## config.mk

```make
export PLATFORM = sky130hd
export DESIGN_NAME = nivel2_timer
export DESIGN_NICKNAME = d
export VERILOG_FILES = /design/src/rtl/nivel2_timer.sv
export SDC_FILE = /design/constraint.sdc
export NUM_CORES = 1
export LEC_CHECK = 0
export CAP_MARGIN = 20
export CORE_ASPECT_RATIO = 0.7
export CORE_MARGIN = 2
export CORE_UTILIZATION = 56
export CTS_BUF_LIST = sky130_fd_sc_hd__clkbuf_16
export CTS_CLUSTER_DIAMETER = 200
export DETAILED_ROUTE_END_ITERATION = 6
export GPL_TIMING_DRIVEN = 1
export PLACE_DENSITY = 0.8
export SLEW_MARGIN = 0
export SYNTH_ARGS = -nofsm -noshare
export SYNTH_HDL_FRONTEND = slang
export SYNTH_SLANG_ARGS = --single-unit
```

## constraint.sdc

```tcl
create_clock -name clk -period 2.4 [get_ports clk]
set_input_delay 0.48 -clock clk [delete_from_list [all_inputs] [get_ports clk]]
set_output_delay 0.48 -clock clk [all_outputs]
set_load 0.01 [all_outputs]
```

## src/rtl/nivel2_timer.sv

```systemverilog
// nivel2_timer: BCD MM:SS countdown timer for the microwave controller.
// Digits are entered from the keypad while the magnetron is off and count
// down one second per prescaled tick while it runs. timer_done is a plain
// zero-decode of the stored digits and closes the loop with the magnetron
// control stage, which uses it to drop its run latch.
module nivel2_timer #(
    parameter int unsigned TICK_DIV = 50000000,
    parameter int unsigned CNT_W    = 26
) (
    input  logic       clk,
    input  logic       resetn,
    input  logic       clearn,
    input  logic       mag_on,
    input  logic       key_valid,
    input  logic [3:0] key_digit,
    output logic [3:0] min_tens,
    output logic [3:0] min_units,
    output logic [3:0] sec_tens,
    output logic [3:0] sec_units,
    output logic       timer_done
);

    localparam logic [CNT_W-1:0] PRESC_LAST = CNT_W'(TICK_DIV - 32'd1);
    localparam logic [CNT_W-1:0] PRESC_ZERO = '0;
    localparam logic [CNT_W-1:0] PRESC_ONE  = CNT_W'(1);

    // One-second decrement of a packed {mt,mu,st,su} BCD time with borrow
    // through the digit chain; 00:00 is a fixed point (no wrap). Seconds
    // tens are not range-checked, so an entered 0:75 simply counts 75, 74...
    function automatic logic [15:0] bcd_dec(input logic [15:0] t);
        logic [3:0]  mt;
        logic [3:0]  mu;
        logic [3:0]  st;
        logic [3:0]  su;
        logic [15:0] r;
        {mt, mu, st, su} = t;
        r = t;
        if (su != 4'd0) begin
            r = {mt, mu, st, su - 4'd1};
        end else if (st != 4'd0) begin
            r = {mt, mu, st - 4'd1, 4'd9};
        end else if (mu != 4'd0) begin
            r = {mt, mu - 4'd1, 4'd5, 4'd9};
        end else if (mt != 4'd0) begin
            r = {mt - 4'd1, 4'd9, 4'd5, 4'd9};
        end else begin
            r = t;
        end
        return r;
    endfunction

    logic [15:0]      digits_r;
    logic [15:0]      digits_nxt_s;
    logic [CNT_W-1:0] presc_r;
    logic [CNT_W-1:0] presc_nxt_s;
    logic             tick_s;
    logic             key_ok_s;

    assign tick_s   = mag_on && (presc_r == PRESC_LAST);
    assign key_ok_s = key_valid && !mag_on && (key_digit <= 4'd9);

    // Prescaler next value: clear > idle hold at zero > wrap on tick > count.
    always_comb begin
        presc_nxt_s = presc_r;
        if (!clearn) begin
            presc_nxt_s = PRESC_ZERO;
        end else if (!mag_on) begin
            presc_nxt_s = PRESC_ZERO;
        end else if (tick_s) begin
            presc_nxt_s = PRESC_ZERO;
        end else begin
            presc_nxt_s = presc_r + PRESC_ONE;
        end
    end

    // Digit next value: clear > keypad shift-in > countdown tick > hold.
    always_comb begin
        digits_nxt_s = digits_r;
        if (!clearn) begin
            digits_nxt_s = 16'h0000;
        end else if (key_ok_s) begin
            digits_nxt_s = {digits_r[11:0], key_digit};
        end else if (tick_s) begin
            digits_nxt_s = bcd_dec(digits_r);
        end else begin
            digits_nxt_s = digits_r;
        end
    end

    // State registers with synchronous active-low reset.
    always_ff @(posedge clk) begin
        if (!resetn) begin
            digits_r <= 16'h0000;
            presc_r  <= PRESC_ZERO;
        end else begin
            digits_r <= digits_nxt_s;
            presc_r  <= presc_nxt_s;
        end
    end

    assign min_tens   = digits_r[15:12];
    assign min_units  = digits_r[11:8];
    assign sec_tens   = digits_r[7:4];
    assign sec_units  = digits_r[3:0];
    assign timer_done = (digits_r == 16'h0000);

endmodule

```

==> results.ini <==
[timing]
fmax_ghz = 0.439
period_share_pct = 94.9
worst_pin_slew_ns = 0.607
fin_skew_ns = 0.00520
grt_setup_unrepaired = false
finalMaxSlewViolations = 0
hold_viol_final = 0
setup_tns_ns = 0
setup_viol_count_final = 0
fin_crit_ns = 2.28
slew_headroom_pct = 59.6

[global_route]
grt.overflow.total = 0
grt_pass1_vias = 2080
antenna_found_initial = 0
grt_pass1_wl_um = 9660
grt_busiest_layer = met1
groute.layer.met3.usage_pct = 6.01
grtUsageMet2_pct = 38.9
use_met1_pct = 40.0
grt_max_degree = 27
grt_use_total_pct = 26.8

[synth]
avgSynthCellArea_um2 = 8.40
synthArstFlopShare_pct = 0
yosysSeqAreaShare_pct = 37.1
synth_area_leaders = dfxtp_1 37%, nor2_1 6.8%, xor2_1 6.6%
yosysMostFrequentCell = dfxtp_1
synth.top_cell.area_share_pct = 37.1
syn_area_um2 = 2270
yosys.area.top_type = dfxtp_1
synth_nets = 285
synth_edf_count = 0
synthTopCellsByCount = 42 x dfxtp_1, 41 x nor2_1, 17 x nand2_1, 17 x xor2_1, 16 x nand3_1
yosys_most_used_dff = dfxtp_1
ys_seq_elements = 42
syn_inst = 270
yosysWarnings = 0
ys_types = 49

[cells_and_area]
antennaDiodeCount = 0
nFillCells = 300
syn_to_final_growth_pct = 32.7
final_util_pct = 77.2
drive_gt1_share_pct = 20.9
nets = 350
fin_cells = 387

[drt]
drc = 0
via_per_inst = 5.86
finalWirelength_um = 5920
wl_per_cell_um = 15.3
postRouteAntennaNets = 0
drt_iter0_markers = 158
dr_total_vias = 2267
drt_first_pass_iters = 4

[power]
clkPwrFrac_pct = 42.1
seqPwrFrac_pct = 47.0
ir_drop_mv = 0.555
switching_share_pct = 23.0
p_int_uw = 1150
finalPower_uw = 1500
combPwrFrac_pct = 10.9
p_sw_uw = 346
powerDensity_nw_per_um2 = 498
p_leak_uw = 0.00112

[cts]
cts_root_buf = clkbuf_16
clk_latency_ns = 0.28
clk_pin_slew_ns = 0.06
htreeDepth = 2
clock-sinks = 42
clk_path_buf_depth = 2
cts_made_buffers = 5
cts_tree = yes
cts_hold_buf = 0

[setup_path]
end_kind = primary output
cp.required_ns = 1.92
critPathKind = reg -> out
crit_path_max_fanout = 2
worstPathArrival_ns = 1.80
startpoint_type = flop

[die]
fp.dieArea_um2 = 4580
die_x_um = 80.1
io_pins = 26
core_area_um2 = 3900
die_h_um = 57.3
num_rows = 19
start_util_pct = 58.2

[place]
dpl.hpwl_um = 4240
io_buffers = 25
dp.cells = 379
gp_congestion = 0.911

[job]
max-cap-violations = 0

[run_status]
outcome = finished, final reports clean

[worst_hold_path]
hold_path.class = reg -> reg

==> cell type report <==
class / count / area (um2) / share of cell area (%)
tap: 52 / 65.1 / 2.16
timing repair buffer: 65 / 558 / 18.5
clock inverter: 2 / 10.0 / 0.333
inverter: 11 / 41.3 / 1.37
clock buffer: 5 / 125 / 4.16
multi-input combinational: 210 / 1370 / 45.5
sequential: 42 / 842 / 28.0
==> power groups by stage <==
stage / sequential, uW / clock, uW / combinational, uW
after floorplan: 725 / 0 / 72.7
after global placement: 720 / 0 / 150
after detailed placement: 720 / 0 / 151
after CTS: 705 / 634 / 153
after global routing: 705 / 668 / 176
final: 705 / 632 / 163
==> metrics by stage <==
step	hold WS [ns]	area (um2)	worst slack, ns
finish	0.456	3010	0.123
global route	0.480	3010	0.0206
CTS	0.460	3000	0.0635
detailed placement	0.447	2850	-0.106
global placement	0.441	2850	-0.0354
floorplan	0.426	2270	0.123
==> worst max-delay path, stage by stage (launching register included) <==
cell     delay (ns)
dfxtp_1        0.32
inv_2          0.06
ha_2           0.17
or3b_4         0.40
nor4_4         0.28
buf_4          0.16
buf_2          0.13
==> path summary, 6_finish.rpt <==
check / start / end / slack (ns) / cells after the start
setup / recovery: digits_r[13]$_SDFFE_PN0P_ / timer_done / 0.12 / 6
hold / removal: presc_r[0]$_SDFF_PP0_ / presc_r[0]$_SDFF_PP0_ / 0.46 / 1
setup reg to reg: presc_r[17]$_SDFF_PP0_ / digits_r[15]$_SDFFE_PN0P_ / 0.22 / 6
hold reg to reg: presc_r[0]$_SDFF_PP0_ / presc_r[0]$_SDFF_PP0_ / 0.46 / 1
==> routing by layer <==
layer	up-vias	wire length, um
li1	1109	-
met1	1067	2880
met2	78	2620
met3	13	333
met4	0	76
met5	-	0
==> state kept, by name (all words and copies together), names as in the netlist <==
name      count
digits_r     16
presc_r      26
==> kinds of logic after synthesis <==
kind of cell | synth area share (%)
AO/OA/AOI/OAI | 14.3
XOR/XNOR | 10.0
adder cells (fa/ha/maj) | 3.31
buffers and inverters | 3.42
flip-flops | 37.1
multiplexers | 0.883
AND/OR/NAND/NOR | 31.0
==> what timing repair did <==
item                                   CTS  global route
pin swaps                                1             2
buffers inserted                         0             1
endpoints found under the hold margin    0             0
resized for setup                        6             6
setup endpoints to repair                1             1
==> cells in the final DEF, fill, tap and decap left out, drive strengths merged, types with 6 or more instances in the layout <==
cell type      count
xnor2              9
clkdlybuf4s50     24
nand4             10
inv               11
nand2             17
nor3               7
nor2              41
o21ai              9
a21oi             12
ha                 6
nand3             17
nor4               8
xor2              17
dfxtp             42
buf               41
Power figures use the tool's default switching activity.
